**src/rtl/pipe_pkg.sv**
```systemverilog
// Fetch/decode shared types: default PC and instruction widths and the fetch-entry record.
package pipe_pkg;

  localparam int PC_W    = 12;
  localparam int INSTR_W = 32;

  typedef struct packed {
    logic [PC_W-1:0]    pc;
    logic [INSTR_W-1:0] instr;
  } fetch_entry_t;

endpackage

```
**src/rtl/instr_queue_if.sv**
```systemverilog
// Push (fetch) and pop (decode) handshakes of the instruction queue.
// master = fetch/decode side driving the queue, slave = the queue itself.
interface instr_queue_if #(
  parameter int PC_W    = pipe_pkg::PC_W,
  parameter int INSTR_W = pipe_pkg::INSTR_W
);
  logic               in_valid;
  logic               in_ready;
  logic [PC_W-1:0]    in_pc;
  logic [INSTR_W-1:0] in_instr;
  logic               out_valid;
  logic               out_ready;
  logic [PC_W-1:0]    out_pc;
  logic [INSTR_W-1:0] out_instr;

  modport master (
    output in_valid, in_pc, in_instr, out_ready,
    input  in_ready, out_valid, out_pc, out_instr
  );

  modport slave (
    input  in_valid, in_pc, in_instr, out_ready,
    output in_ready, out_valid, out_pc, out_instr
  );
endinterface

```
**src/rtl/instr_queue_mem.sv**
```systemverilog
// Queue storage: one synchronous write port, one asynchronous read port, no reset.
// Latency: write visible on read port the cycle after the edge; no backpressure of its own.
module instr_queue_mem #(
  parameter int DEPTH = 4,
  parameter int WIDTH = pipe_pkg::PC_W + pipe_pkg::INSTR_W
) (
  input  logic                     clk,
  input  logic                     wr_en,
  input  logic [$clog2(DEPTH)-1:0] wr_addr,
  input  logic [WIDTH-1:0]         wr_data,
  input  logic [$clog2(DEPTH)-1:0] rd_addr,
  output logic [WIDTH-1:0]         rd_data
);

  logic [WIDTH-1:0] mem [DEPTH];

  always_ff @(posedge clk) begin
    if (wr_en) mem[wr_addr] <= wr_data;
  end

  assign rd_data = mem[rd_addr];

endmodule

```
**src/rtl/instr_queue.sv**
```systemverilog
// FWFT fetch->decode queue of DEPTH {pc, instr} entries, 1-cycle push-to-pop (0 with INSTR_QUEUE_BYPASS_EN).
// Backpressure: in_ready drops only when full (state-only, no path from out_ready); flush/rst clear occupancy.
module instr_queue #(
  parameter int DEPTH   = 4,
  parameter int PC_W    = pipe_pkg::PC_W,
  parameter int INSTR_W = pipe_pkg::INSTR_W
) (
  input  logic                       clk,
  input  logic                       rst,
  input  logic                       flush,
  instr_queue_if.slave               q,
  output logic [$clog2(DEPTH+1)-1:0] count
);

  localparam int PTR_W = $clog2(DEPTH);
  localparam int CNT_W = $clog2(DEPTH + 1);
  localparam int ENT_W = PC_W + INSTR_W;
  localparam logic [CNT_W-1:0] FULL_CNT = CNT_W'(DEPTH);

  logic [PTR_W-1:0]   wr_ptr;
  logic [PTR_W-1:0]   rd_ptr;
  logic [ENT_W-1:0]   rd_data;
  logic               empty;
  logic               bypass;
  logic               push;
  logic               pop;
  logic               wr_en;
  logic [PC_W-1:0]    head_pc;
  logic [INSTR_W-1:0] head_instr;

  assign empty      = (count == '0);
  assign q.in_ready = (count != FULL_CNT);

`ifdef INSTR_QUEUE_BYPASS_EN
  assign bypass = empty && q.in_valid && !flush;
`else
  assign bypass = 1'b0;
`endif

  assign q.out_valid = !empty || bypass;

  // A bypassed entry consumed the same cycle is never stored; otherwise it is written normally.
  assign push  = q.in_valid && q.in_ready && !(bypass && q.out_ready);
  assign pop   = q.out_valid && q.out_ready && !bypass;
  assign wr_en = push && !flush && !rst;

  always_comb begin
    head_pc    = '0;
    head_instr = '0;
    if (bypass) begin
      head_pc    = q.in_pc;
      head_instr = q.in_instr;
    end else if (!empty) begin
      {head_pc, head_instr} = rd_data;
    end
  end

  assign q.out_pc    = head_pc;
  assign q.out_instr = head_instr;

  always_ff @(posedge clk) begin
    if (rst || flush) begin
      wr_ptr <= '0;
      rd_ptr <= '0;
      count  <= '0;
    end else begin
      if (push) wr_ptr <= wr_ptr + PTR_W'(1);
      if (pop)  rd_ptr <= rd_ptr + PTR_W'(1);
      case ({push, pop})
        2'b10:   count <= count + CNT_W'(1);
        2'b01:   count <= count - CNT_W'(1);
        default: count <= count;
      endcase
    end
  end

  instr_queue_mem #(
    .DEPTH (DEPTH),
    .WIDTH (ENT_W)
  ) u_mem (
    .clk     (clk),
    .wr_en   (wr_en),
    .wr_addr (wr_ptr),
    .wr_data ({q.in_pc, q.in_instr}),
    .rd_addr (rd_ptr),
    .rd_data (rd_data)
  );

endmodule

```
**src/flat_wrapper.sv**
```systemverilog
// flat-port wrapper written by rule: the top's interface ports become plain ports
module instr_queue_flat 
#(
  parameter int DEPTH   = 4,
  parameter int PC_W    = pipe_pkg::PC_W,
  parameter int INSTR_W = pipe_pkg::INSTR_W
)
  (clk, rst, flush, count, q_in_valid, q_in_pc, q_in_instr, q_out_ready, q_in_ready, q_out_valid, q_out_pc, q_out_instr);
  instr_queue_if #(.PC_W(PC_W), .INSTR_W(INSTR_W)) q_i ();
  input  logic clk;
  input  logic rst;
  input  logic flush;
  output logic [$clog2(DEPTH+1)-1:0] count;
  input wire logic [$bits(q_i.in_valid)-1:0] q_in_valid;
  input wire logic [$bits(q_i.in_pc)-1:0] q_in_pc;
  input wire logic [$bits(q_i.in_instr)-1:0] q_in_instr;
  input wire logic [$bits(q_i.out_ready)-1:0] q_out_ready;
  output wire logic [$bits(q_i.in_ready)-1:0] q_in_ready;
  output wire logic [$bits(q_i.out_valid)-1:0] q_out_valid;
  output wire logic [$bits(q_i.out_pc)-1:0] q_out_pc;
  output wire logic [$bits(q_i.out_instr)-1:0] q_out_instr;
  assign q_i.in_valid = q_in_valid;
  assign q_i.in_pc = q_in_pc;
  assign q_i.in_instr = q_in_instr;
  assign q_i.out_ready = q_out_ready;
  assign q_in_ready = q_i.in_ready;
  assign q_out_valid = q_i.out_valid;
  assign q_out_pc = q_i.out_pc;
  assign q_out_instr = q_i.out_instr;
  instr_queue #(.DEPTH(DEPTH), .PC_W(PC_W), .INSTR_W(INSTR_W)) u_core (.clk(clk), .rst(rst), .flush(flush), .q(q_i), .count(count));
endmodule
```
**config.mk**
```make
export PLATFORM = sky130hd
export DESIGN_NAME = instr_queue_flat
export DESIGN_NICKNAME = d
export VERILOG_FILES = /design/src/rtl/pipe_pkg.sv /design/src/rtl/instr_queue_if.sv /design/src/rtl/instr_queue_mem.sv /design/src/rtl/instr_queue.sv /design/src/flat_wrapper.sv
export SDC_FILE = /design/constraint.sdc
export NUM_CORES = 1
export LEC_CHECK = 0
export ABC_AREA = 1
export CORE_ASPECT_RATIO = 0.6
export CORE_MARGIN = 8
export CORE_UTILIZATION = 46
export DETAILED_ROUTE_END_ITERATION = 16
export HOLD_SLACK_MARGIN = 0.08
export PLACE_DENSITY_LB_ADDON = 0.25
export SETUP_SLACK_MARGIN = 0.2
export SLEW_MARGIN = 20
export SYNTH_ARGS = -nofsm -noshare
export SYNTH_HDL_FRONTEND = slang
export SYNTH_SLANG_ARGS = --single-unit
```
**constraint.sdc**
```tcl
create_clock -name clk -period 3.4 [get_ports clk]
set_clock_uncertainty 0.15 [all_clocks]
set_input_delay 0.51 -clock clk [delete_from_list [all_inputs] [get_ports clk]]
set_output_delay 0.51 -clock clk [all_outputs]
set_load 0.02 [all_outputs]
```
# == After elaboration in Yosys (flattened, before gate mapping) ==
# Memory sizes are Yosys's and may differ from the RTL's. A register that Yosys moved wholly into a read port is not among the register bits.
# Cells that the tools add are included.
# totals
regBits,7
ramBits,176
output_inout_bits,49
wordCells,28
n_memories,1
# mem_list
memory,words,word_bits,read_ports,rd_clocked_by_memory_dff,write_ports,line_no,source
u_core.u_mem.mem,4,44,1,1,1,instr_queue_mem.sv:15,logic [WIDTH-1:0] mem [DEPTH];
# op_classes
addsub,4
eq_ne,3
mux,7
reduce_logical,10
# ops
op,count
32-bit two-way mux,1
12-bit two-way mux,1
3-bit case mux with 2 select lines,1
2-bit by 1-bit adder with 2-bit output (second input constant),2
1-bit logical AND,4
2-bit two-way mux,2
3-bit by 1-bit adder with 3-bit output (second input constant),1
1-bit zero test,3
3-bit zero test,1
3-bit inequality test (second input constant),1
3-bit by 1-bit subtractor with 3-bit output (second input constant),1
2-bit by 1-bit equality test with 1-bit output (second input constant),1
2-bit equality test (second input constant),1
1-bit two-way mux,2
2-bit nonzero test,1
1-bit logical OR,1

# == Logic depth before layout (Yosys ltp) ==
# logic_depth
depth_word,6
mapped_depth,13
depth_no_buf,13

# == By module ==
# Synthesis repeated with hierarchy kept, for this count alone.
# hier_totals
hier_cells,848
hier_area_um2,8217.9
# by_module_without_submodules
module,n_inst,cells_per_inst,area_per_inst_um2
instr_queue_mem,1,697,7419.6
instr_queue,1,151,798.3

# == Worst setup path after synthesis ==
# No wires, ideal clock.
# synth_path
path_kind,reg-to-reg
startpoint,reg u_core.count[1]
endpoint,mem u_core.u_mem.mem[0][0] (netlist name) (enable)
setup_time_ps,446
arrival_time_ps,2902
required_ps,2804
setup_slack_ps,-97
path_stages_with_launch,5
n_path_buf,0
synth_period_minus_slack_ps,3497
cell_sequence,dfxtp_1 nor2_1 a21boi_0 nand2_1 nor2_1
# synth_via
elab_chain_cells,6
# synth_rtl
item,line_no,source
"start, declared",instr_queue.sv:12,output logic [$clog2(DEPTH+1)-1:0] count
"start signal, assigned",instr_queue.sv:70,2'b10: count <= count + CNT_W'(1);
"start signal, assigned",instr_queue.sv:71,2'b01: count <= count - CNT_W'(1);
"start signal, assigned",instr_queue.sv:72,default: count <= count;
3-bit inequality test,instr_queue.sv:32,assign q.in_ready = (count != FULL_CNT);
1-bit logical AND,instr_queue.sv:43,assign push = q.in_valid && q.in_ready && !(bypass && q.out_ready);
1-bit logical AND (2 in a row),instr_queue.sv:45,assign wr_en = push && !flush && !rst;
1-bit two-way mux,instr_queue_mem.sv:18,if (wr_en) mem[wr_addr] <= wr_data;
1-bit two-way mux (implied by the code),instr_queue_mem.sv:18,
"end, declared",instr_queue_mem.sv:15,
# Every way passes these cells.

==> impl_metrics.toml <==
[worst_setup_path]
cp.required_ns = 2.74
critPathArrivalTime_ns = 2.39
crit_path_cell_trace = "buf_4 > nor2_1 > o21ai_0 > a21oi_1 > clkdlybuf4s50_1"
start_kind = "flip-flop"
crit_slowest_cell = "clkdlybuf4s50_1"
cp_max_fo = 44
crit_path_max_incr_delay_ns = 0.69
critPathKind = "flip-flop to output pin"
r2r_start = "u_core.count[2]$_SDFFE_PP0P_"
end_kind = "output pin"

[logic_synthesis]
async_flop_share_pct = 0
synth.cell_area_um2 = 7300
ys_seq_elements = 185
netlist_top_cells_area = "edfxtp_1 72%, nor2_1 9.8%, o21ai_0 4.8%"
syn_inst = 592
ys.flop_type = "edfxtp_1"
synth_top_area_share_pct = 72.4
yosysMostFrequentCell = "nor2_1"
synth_top_area_cell = "edfxtp_1"
synth_seq_area_share_pct = 74.9
syn_area_per_cell_um2 = 12.3
ys_types = 19
synth_edf_count = 176
synth.top_cells.by_count = "191 x nor2_1, 176 x edfxtp_1, 70 x o21ai_0"
ys_warn_count = 0
synthesis.nets = 647

[clock_network]
clkTransAtPathRegs_ns = 0.07
clk-insertion-delay-late_ns = 0.41
root_buffer = "clkbuf_16"
cts-htree-levels = 4
cts_tree = "done"
ctsHoldBuffers = 0
clock_sinks = 185
clock_path_buffers = 2
cts_inserted_buffers = 17

[route]
dr.pass1.iters = 5
drt-total-wl_mm = 15.9
vias_per_cell = 5.18
wl_per_cell_um = 17.5
final_antenna_net_count = 0
drc_errors = 0
drt_iter0_markers = 339
num_vias = 4723

[sta]
max-slew-margin-rel_pct = 62.5
fin_setup_tns_ns = 0
rsz0062_at_grt = "false"
setup_viol_count_final = 0
fin_crit_sh_pct = 89.8
worst_hold_slack_ns = 0.377
hold_viol = 0
layout_setup_ws_ns = 0.348
worst_slew_pin_slew_ns = 0.563
period_needed_ns = 3.05
fmax_mhz = 328
maxSlewViolCount = 0

[floorplanning]
rows = 35
die_h_um = 114
ioPinCount = 98
die_width_um = 179
start_util_pct = 47.4
die-area_um2 = 20300
core_area_um2 = 15400

[finish]
antennaDiodeCount = 0
nets = 750
area_delta_synth_final_pct = 25.4
nFillCells = 1172
final_area_um2 = 9160
drive_gt1_share_pct = 8.33

[worst_hold_path]
hold_class = "flip-flop to flip-flop"
min_from = "u_core.rd_ptr[1]$_SDFFE_PP0P_"

[placed_design]
place_area_um2 = 8550
io_buffers = 97
place_ws_ns = 0.542
place.gp.congestion = 0.781
dpl.hpwl_mm = 9.87

[global_route]
grt_max_degree = 50
grt_pass1_vias = 4725
globalRouteOverflowTotal = 0
grt_pass1_wl_mm = 25.0
grt_antenna_before_repair = 0
grt_use_total_pct = 16.1

[pwr]
p_per_area_nw_per_um2 = 526
p_leak_nw = 3.12
power_mw = 4.81
vdd_drop_max_mv = 0.348

[status]
status = "finished clean"

[run]
drv_cap = 0
[state kept, by name, summed over array words and instances, names as in the netlist, named ones only]
register          flops
u_core.rd_ptr         2
u_core.count          3
u_core.u_mem.mem    176
u_core.wr_ptr         2
[worst max-delay path: cells and delay by family (launching register included)]
| kind | cells | cell delay, ns |
|---|---|---|
| DFF | 1 | 0.34 |
| buffers and inverters | 2 | 0.99 |
| and+or+nand+nor | 1 | 0.16 |
| AOI/OAI and AO/OA | 2 | 0.48 |
[area by class of cell]
type / count / area (µm²) / area share (%)
Multi-Input combinational cell: 355 / 1610 / 17.5
Clock inverter: 14 / 140 / 1.53
Tap cell: 203 / 254 / 2.77
Inverter: 20 / 90.1 / 0.984
Timing Repair Buffer: 116 / 1160 / 12.7
Sequential cell: 185 / 5470 / 59.8
Clock buffer: 18 / 429 / 4.69
[cells by family after synthesis]
kind of cell    after synthesis  share of synthesized area (%)
buf+inv                      52                           3.53
simple gates                211                           11.0
flops                       185                           74.9
compound gates              138                           9.50
fa+ha+maj                     6                           1.13
[routing by layer]
metal	vias to the layer above	GRT usage, %	wire length [µm]
li1	2273	-	-
met1	2250	22.7	7520
met2	188	24.0	6930
met3	12	4.52	1360
met4	0	4.11	129
met5	-	0	0
[power breakdown]
group / internal (mW) / leakage, nW / switching, mW / total [mW]
Clock: 1.03 / 0.267 / 0.847 / 1.87
Sequential: 2.52 / 1.66 / 0.0115 / 2.53
Combinational: 0.172 / 1.19 / 0.233 / 0.405
Total: 3.72 / 3.12 / 1.09 / 4.81
[placed cells by master (no fill, tap or decap), drive strengths merged, types with 5 or more instances in the layout]
cell type      instances
dfxtp                  9
o21ai                 90
nand2                 15
inv                   25
clkdlybuf4s50         96
clkbuf                18
a21oi                 47
nor2                 191
ha                     5
edfxtp               176
buf                   19
[stage by stage]
step / util, % / std cells
global route: 59.4 / 911
global placement: 55.5 / 878
detailed placement: 55.5 / 878
CTS: 59.2 / 910
floorplan: - / 592
finish: 59.4 / 911
[final timing paths]
path / to / depth (start not counted) / slack, ns
setup / recovery: q_out_pc[9] / 5 / 0.35
setup reg to reg: u_core.count[2]$_SDFFE_PP0P_ / 12 / 1.26
hold reg to reg: flip-flop / 2 / 0.38
hold / removal: flip-flop / 2 / 0.38
[timing repair]
item                                    CTS  global route
gates resized for setup                   3             6
setup buffers                             0             1
hold endpoints to repair                  0             0
endpoints found under the setup margin   23            27
No activity file was read; power rests on OpenSTA's default activity.
